--- src/rtl/clusterv_mgmt_pkg.sv ---
// Shared types for the cluster management Wishbone path: FSM states, response
// status encoding and the default initiator timeout.
package clusterv_mgmt_pkg;

   typedef logic [1:0] state_t;
   localparam state_t ST_IDLE = 2'd0;
   localparam state_t ST_BUS  = 2'd1;
   localparam state_t ST_RSP  = 2'd2;

   typedef logic [1:0] rsp_status_t;
   localparam rsp_status_t RSP_OK      = 2'd0;
   localparam rsp_status_t RSP_BUS_ERR = 2'd1;
   localparam rsp_status_t RSP_TIMEOUT = 2'd2;

   localparam int unsigned DEFAULT_TIMEOUT_CYCLES = 256;

   // Terminal-cycle resolution: err beats ack, and either beats a timeout.
   function automatic rsp_status_t bus_status(input logic ack, input logic err, input logic tmo);
      if (err) return RSP_BUS_ERR;
      if (ack) return RSP_OK;
      if (tmo) return RSP_TIMEOUT;
      return RSP_OK;
   endfunction

endpackage

--- src/rtl/clusterv_mgmt_wb_initiator.sv ---
// Management Wishbone initiator: one valid/ready command in, one classic cycle out,
// one response back. Optional bus timeout under CLUSTERV_MGMT_INIT_TIMEOUT_EN.
module clusterv_mgmt_wb_initiator
   import clusterv_mgmt_pkg::*;
#(
   parameter int unsigned ADR_WIDTH      = 32,
   parameter int unsigned DAT_WIDTH      = 32,
   parameter int unsigned TIMEOUT_CYCLES = DEFAULT_TIMEOUT_CYCLES
) (
   input  logic                   mgmt_clock,
   input  logic                   mgmt_reset,
   input  logic                   cmd_valid,
   output logic                   cmd_ready,
   input  logic [ADR_WIDTH-1:0]   cmd_adr,
   input  logic [DAT_WIDTH-1:0]   cmd_dat,
   input  logic [DAT_WIDTH/8-1:0] cmd_sel,
   input  logic                   cmd_we,
   output logic                   rsp_valid,
   input  logic                   rsp_ready,
   output logic [DAT_WIDTH-1:0]   rsp_dat,
   output logic                   rsp_err,
   output logic                   rsp_timeout,
   output logic [ADR_WIDTH-1:0]   mgmt_adr,
   output logic [DAT_WIDTH-1:0]   mgmt_dat_w,
   input  logic [DAT_WIDTH-1:0]   mgmt_dat_r,
   output logic                   mgmt_cyc,
   output logic                   mgmt_stb,
   output logic [DAT_WIDTH/8-1:0] mgmt_sel,
   output logic                   mgmt_we,
   input  logic                   mgmt_ack,
   input  logic                   mgmt_err
);

   if (TIMEOUT_CYCLES < 2) begin : g_bad_timeout
      $error("TIMEOUT_CYCLES must be >= 2");
   end

   state_t                   state, state_d;
   rsp_status_t              status_c;
   logic                     accept_c;
   logic                     tmo_hit_c;
   logic                     cmd_ready_d, rsp_valid_d, rsp_err_d, rsp_timeout_d;
   logic                     cyc_d, stb_d, we_d;
   logic [DAT_WIDTH-1:0]     rsp_dat_d, dat_w_d;
   logic [ADR_WIDTH-1:0]     adr_d;
   logic [DAT_WIDTH/8-1:0]   sel_d;

   assign accept_c = (state == ST_IDLE) && cmd_valid && cmd_ready;

`ifdef CLUSTERV_MGMT_INIT_TIMEOUT_EN
   localparam int unsigned CNT_W = $clog2(TIMEOUT_CYCLES);
   logic [CNT_W-1:0] tmo_cnt;

   // Counts BUS cycles without a target response; cleared as the cycle starts.
   always_ff @(posedge mgmt_clock or posedge mgmt_reset) begin
      if (mgmt_reset)
         tmo_cnt <= '0;
      else if (accept_c)
         tmo_cnt <= '0;
      else if ((state == ST_BUS) && !mgmt_ack && !mgmt_err)
         tmo_cnt <= tmo_cnt + CNT_W'(1);
   end

   assign tmo_hit_c = (state == ST_BUS) && (tmo_cnt == CNT_W'(TIMEOUT_CYCLES - 1));
`else
   assign tmo_hit_c = 1'b0;
`endif

   assign status_c = bus_status(mgmt_ack, mgmt_err, tmo_hit_c);

   always_ff @(posedge mgmt_clock or posedge mgmt_reset) begin
      if (mgmt_reset) state <= ST_IDLE;
      else            state <= state_d;
   end

   // Next state and next values of every registered output.
   always_comb begin
      state_d       = state;
      rsp_valid_d   = rsp_valid;
      rsp_dat_d     = rsp_dat;
      rsp_err_d     = rsp_err;
      rsp_timeout_d = rsp_timeout;
      cyc_d         = mgmt_cyc;
      stb_d         = mgmt_stb;
      adr_d         = mgmt_adr;
      dat_w_d       = mgmt_dat_w;
      sel_d         = mgmt_sel;
      we_d          = mgmt_we;
      case (state)
         ST_IDLE: begin
            if (accept_c) begin
               state_d = ST_BUS;
               cyc_d   = 1'b1;
               stb_d   = 1'b1;
               adr_d   = cmd_adr;
               dat_w_d = cmd_dat;
               sel_d   = cmd_sel;
               we_d    = cmd_we;
            end
         end
         ST_BUS: begin
            if (mgmt_ack || mgmt_err || tmo_hit_c) begin
               state_d       = ST_RSP;
               cyc_d         = 1'b0;
               stb_d         = 1'b0;
               rsp_valid_d   = 1'b1;
               rsp_err_d     = (status_c != RSP_OK);
               rsp_timeout_d = (status_c == RSP_TIMEOUT);
               rsp_dat_d     = ((status_c == RSP_OK) && !mgmt_we) ? mgmt_dat_r : '0;
            end
         end
         ST_RSP: begin
            if (rsp_ready) begin
               state_d     = ST_IDLE;
               rsp_valid_d = 1'b0;
            end
         end
         default: state_d = ST_IDLE;
      endcase
      cmd_ready_d = (state_d == ST_IDLE);
   end

   always_ff @(posedge mgmt_clock or posedge mgmt_reset) begin
      if (mgmt_reset) begin
         cmd_ready   <= 1'b1;
         rsp_valid   <= 1'b0;
         rsp_dat     <= '0;
         rsp_err     <= 1'b0;
         rsp_timeout <= 1'b0;
         mgmt_cyc    <= 1'b0;
         mgmt_stb    <= 1'b0;
         mgmt_adr    <= '0;
         mgmt_dat_w  <= '0;
         mgmt_sel    <= '0;
         mgmt_we     <= 1'b0;
      end else begin
         cmd_ready   <= cmd_ready_d;
         rsp_valid   <= rsp_valid_d;
         rsp_dat     <= rsp_dat_d;
         rsp_err     <= rsp_err_d;
         rsp_timeout <= rsp_timeout_d;
         mgmt_cyc    <= cyc_d;
         mgmt_stb    <= stb_d;
         mgmt_adr    <= adr_d;
         mgmt_dat_w  <= dat_w_d;
         mgmt_sel    <= sel_d;
         mgmt_we     <= we_d;
      end
   end

endmodule

--- config.mk ---
export PLATFORM = sky130hd
export DESIGN_NAME = clusterv_mgmt_wb_initiator
export DESIGN_NICKNAME = d
export VERILOG_FILES = /design/src/rtl/clusterv_mgmt_pkg.sv /design/src/rtl/clusterv_mgmt_wb_initiator.sv
export SDC_FILE = /design/constraint.sdc
export NUM_CORES = 1
export LEC_CHECK = 0
export CAP_MARGIN = 20
export CORE_MARGIN = 2
export CORE_UTILIZATION = 43
export DETAILED_ROUTE_END_ITERATION = 8
export PLACE_DENSITY_LB_ADDON = 0.3
export SKIP_LAST_GASP = 1
export SLEW_MARGIN = 15
export SYNTH_ARGS = -nofsm -noshare
export SYNTH_HDL_FRONTEND = slang
export SYNTH_SLANG_ARGS = --single-unit
--- constraint.sdc ---
create_clock -name mgmt_clock -period 9.24 [get_ports mgmt_clock]
set_input_delay 1.848 -clock mgmt_clock [delete_from_list [all_inputs] [get_ports mgmt_clock]]
set_output_delay 1.848 -clock mgmt_clock [all_outputs]
set_load 0.02 [all_outputs]
==> impl_metrics.py <==
metrics = {
    "drt": {
        "drtIter0Drc": 91,
        "finalWirelength_um": 10500,
        "wl_met2_um": 4990,
        "highest_layer": "met4",
        "routed_via_density": 4.71,
        "remaining_drc_errors": 0,
        "wl_met1_um": 4250,
        "antenna_left": 0,
        "wl_met3_um": 960,
        "drtPass1Iterations": 4,
        "wl_per_cell_um": 16.0,
        "vias": 3094,
    },
    "clocking": {
        "post-cts-setup-buffers": 0,
        "clk_path_buf_depth": 2,
        "cts_resized": 0,
        "cts-htree-levels": 3,
        "cts_root_buf": "clkbuf_8",
        "cts-buffers-inserted": 9,
        "clk_latency_ps": 360,
        "cts_tree": "built",
        "clkTransAtPathRegs_ps": 90,
        "clock_sinks": 107,
        "cts_hold_buffers": 0,
    },
    "power_and_ir_drop": {
        "power_switching_mw": 0.843,
        "power.share.sequential_pct": 35.3,
        "clkPwrFrac_pct": 12.2,
        "pwr-share-comb_pct": 52.5,
        "ir_drop_mv": 0.182,
        "swShare_pct": 36.5,
        "internal-power_mw": 1.47,
        "power_density_nw_per_um2": 345,
        "power.leakage_nw": 2.78,
    },
    "synthesis": {
        "synth_area_sq_um": 4280,
        "synthCells": 307,
        "seq_area_frac_synth_pct": 62.5,
        "syn-num-nets": 414,
        "postSynthAreaPerCell_sq_um": 14.0,
        "ys_types": 22,
        "ys.warnings.count": 0,
        "synth_seq_cells": 107,
    },
    "sta": {
        "finalHoldViolations": 0,
        "rsz0062_at_grt": "no",
        "maxSlewHeadroom_pct": 46.8,
        "finalClockSkew_ps": 4.76,
        "max_freq_ghz": 0.296,
        "setup_viol": 0,
        "maxSlewViolCount": 0,
        "setup_tns_ps": 0,
        "min_period_over_period_pct": 36.6,
        "fin_crit_ps": 3380,
        "fin_hold_ws_ps": 491,
        "worstMarginPinSlew_ps": 798,
    },
    "place": {
        "place_congestion": 0.715,
        "place_area_sq_um": 6470,
        "io_buffers": 212,
        "hpwlAfterDp_um": 7780,
    },
    "cells_and_area": {
        "drive_gt1_share_pct": 17.2,
        "multi_input_area_sq_um": 1350,
        "fillers": 737,
        "fin_nets": 626,
        "seq_area_sq_um": 2680,
        "diodes": 0,
        "areaGrowthSynthToFinish_pct": 56.2,
        "fin_area_sq_um": 6690,
    },
    "floorplanning": {
        "core_area_sq_um": 9730,
        "io_pins": 214,
        "initial_core_util_pct": 44.0,
        "num_rows": 36,
        "fp.dieArea_sq_um": 10800,
        "die_w_um": 104,
        "die_h_um": 104,
    },
    "global_routing": {
        "antenna_found_initial": 0,
        "grt_pass1_wl_um": 16800,
        "grt_overflow": 0,
        "grt_max_degree": 90,
        "first_global_vias": 3199,
        "grt_usage_pct": 19.7,
    },
    "setup_path": {
        "critical_path_required_ps": 7390,
        "criticalPathCategory": "register to output pin",
        "critical-path-slowest-cell": "clkdlybuf4s50_1",
        "max_stage_delay_ps": 610,
        "path_delay_family": "buffers and inverters",
        "worstPathArrival_ps": 1530,
        "crit_buf_inv": 1,
        "startpoint_type": "register",
        "cp-end-kind": "output pin",
        "worstPathCellList": "clkdlybuf4s50_1",
        "cp_max_fo": 2,
    },
    "status": {
        "status": "complete, no violations",
    },
    "hold_path": {
        "hold_path.class": "register to register",
    },
    "job": {
        "drv_cap": 0,
    },
}
-- flip-flops by register name, indices dropped and copies added, names as in the netlist --
name        cells
mgmt_sel        4
rsp_dat        32
mgmt_we         1
rsp_valid       1
mgmt_dat_w     32
cmd_ready       1
state           2
mgmt_adr       32
mgmt_stb        1
rsp_err         1
-- synthesized netlist by cell type (all sizes together) --
library cell | number | share of area (%)
a21o | 2 | 0.35
a22o | 1 | 0.20
buf | 13 | 3.2
clkbuf | 3 | 0.26
conb | 1 | 0.088
dfrtp | 106 | 62
dfstp | 1 | 0.61
inv | 33 | 2.9
mux2 | 69 | 18
mux2i | 32 | 7.5
nand2 | 36 | 3.2
nand3b | 1 | 0.18
nor2 | 2 | 0.18
nor2b | 2 | 0.47
nor3 | 2 | 0.50
nor3b | 1 | 0.18
o21ai | 1 | 0.12
or2 | 1 | 0.15
-- per-stage QoR --
step / cells / total power, mW / setup slack, ps / utilization, %
2_1_floorplan: 307 / 1.48 / 4580 / -
3_3_place_gp: 639 / 2.01 / 5520 / 66.4
3_5_place_dp: 640 / 2.05 / 5420 / 66.5
4_1_cts: 656 / 2.33 / 5830 / 68.5
5_1_grt: 657 / 2.43 / 5830 / 68.8
6_report: 657 / 2.31 / 5860 / 68.8
-- power by group through the flow --
stage	clock (mW)	combinational (mW)	sequential (mW)
5_1_grt	0.306	1.28	0.847
3_5_place_dp	0	1.22	0.826
6_report	0.282	1.21	0.817
4_1_cts	0.289	1.22	0.820
2_1_floorplan	0	0.401	1.08
3_3_place_gp	0	1.19	0.814
-- worst paths after layout --
| path | depth (start not counted) | slack (ps) | end | start |
|---|---|---|---|---|
| max reg2reg | 4 | 7470 | mgmt_adr[31] | cmd_ready |
| max in group asynchronous | 3 | 6430 | rsp_dat[19] | mgmt_reset |
| max | 1 | 5860 | cmd_ready | cmd_ready |
| min in group asynchronous | 2 | 1760 | mgmt_dat_w[4] | mgmt_reset |
| min | 1 | 490 | mgmt_dat_w[14] | mgmt_dat_w[14] |
| min reg2reg | 1 | 490 | mgmt_dat_w[14] | mgmt_dat_w[14] |
-- per-layer routing --
metal  GRT usage, %  vias to the layer above
met5              0                        -
met4           8.69                        0
met3           6.67                       23
met2           31.4                      144
met1           24.3                     1505
li1               -                     1422
-- cell type report --
cell class	instances	area share (%)
Clock buffer	11	2.11
Inverter	33	1.89
Sequential cell	107	40.0
Timing Repair Buffer	217	32.6
Tap cell	133	2.49
Multi-Input combinational cell	151	20.1
Clock inverter	5	0.785
-- placed cells by master, fill, tap and decap left out, types with 3 or more instances in the layout --
cell type,n
dfrtp_1,106
inv_1,32
mux2i_1,32
clkbuf_8,10
clkdlybuf4s50_1,212
mux2_1,6
nand2_1,36
mux2_2,63
clkinv_2,3
-- kinds of logic (layout without fill, tap and decap cells) --
group	after synthesis	count (layout)	share of synthesized area (%)
muxes	101	101	25.6
and+or+nand+nor	45	45	4.79
buffers and inverters	49	266	6.31
other	1	1	0.0875
AOI/OAI and AO/OA	4	4	0.672
DFF	107	107	62.5
Power figures use the tool's default switching activity.
==> edit (same flow settings) <==
The option `CLUSTERV_MGMT_INIT_TIMEOUT_EN` is turned on by a define.
--- a/src/rtl/clusterv_mgmt_wb_initiator.sv
+++ b/src/rtl/clusterv_mgmt_wb_initiator.sv
@@ -1,5 +1,7 @@
 // Management Wishbone initiator: one valid/ready command in, one classic cycle out,
 // one response back. Optional bus timeout under CLUSTERV_MGMT_INIT_TIMEOUT_EN.
+`define CLUSTERV_MGMT_INIT_TIMEOUT_EN
+
 module clusterv_mgmt_wb_initiator
    import clusterv_mgmt_pkg::*;
 #(
Behaviour: no difference found for any inputs over 4 cycles, from zero or initial values and one cycle with mgmt_reset high; that may be too few to reach the edited logic, so the function may still have changed.
==> edit against the original RTL <==
  * Routed wire length increased by 25%
  * Via count increased by 40%
  * First-iteration DRC count increased to 3.0 times the old value
  * Largest power group unchanged
  * Cell area increased by 14%
  * Sequential cell count increased by 9
  * Total power increased by 21%
  * Worst setup slack got worse by 160 ps
  * Area after synthesis increased by 10%
  * Global-route usage increased by 3.1 points
  * Clock skew increased by 5.0 ps
  * Synthesized cell count increased by 66%
  * Critical path type unchanged
  * Clock power increased by 140%
==> edit: results (changes against the original RTL) <==
Status = finished clean (unchanged)
Layout filler cell count = 811 (was 737)
Clkbuf count = 19 (was 11)
Setup slack, reg-to-reg = 7290 ps (was 7470 ps)
Non-clk buf share = 28.7% (was 32.6%)
Area contributors post-synth = dfrtp_1, nand2_1, a32oi_1 (was dfrtp_1, mux2_2, mux2i_1)
Crit-path max cell delay = 630 ps (was 610 ps)
Clock group = 667 uW (was 282 uW)
Xor/xnor share of the synthesized area = 0.185% (was 0%)
Worst slew margin = 35.0% (was 46.8%)
VDD IR-drop max = 211 uV (was 182 uV)
Seq cells post-synth = 116 (was 107)
Sequential share of cell area = 38.1% (was 40.0%)
Non-clock buffers = 218 (was 217)
Complex-gate fraction of the synthesized area = 11.8% (was 0.672%)
Vias in the first global route = 4359 (was 3199)
Syn nets = 618 (was 414)
Leak = 0.00351 uW (was 0.00278 uW)
Multi-input gate area = 1620 sq um (was 1350 sq um)
GPL Wtd Cong = 0.789 (was 0.715)
Cts bufs inserted = 17 (was 9)
Starting DRT DRC Count = 274 (was 91)
Commonest cells in the netlist = nand2_1, dfrtp_1, o21ai_0 (was dfrtp_1, mux2_2, nand2_1)
Non-clock inverter total of the final layout = 34 (was 33)
Via count = 4331 (was 3094)
-- edit: routing by layer --
layer / global-route usage [%] / part of all wire, % / vias up
met3: 10.1 / 9.8 / 18
li1: - / - / 2081
met5: 0 / 0 / -
met2: 36.9 / 48 / 170
met4: 6.96 / 1.6 / 0
met1: 27.3 / 41 / 2062
-- edit: per-stage QoR --
stage,area (sq um),setup WS [ps],hold slack [ps],utilization (%),cells
after floorplan,4720,4320,493,-,510
after global placement,6980,5460,457,64.6,834
after detailed placement,6980,5460,461,64.7,834
after CTS,7590,5670,475,70.3,866
after global routing,7610,5640,502,70.6,867
final,7610,5700,472,70.6,867
-- edit: final timing paths --
kind,startpoint,endpoint
max in group asynchronous,mgmt_reset,rsp_dat[31]
hold reg to reg,mgmt_adr[23],mgmt_adr[23]
hold / removal,mgmt_adr[23],mgmt_adr[23]
setup reg to reg,state[1],tmo_cnt[6]
min in group asynchronous,mgmt_reset,mgmt_adr[2]
setup / recovery,cmd_ready,cmd_ready
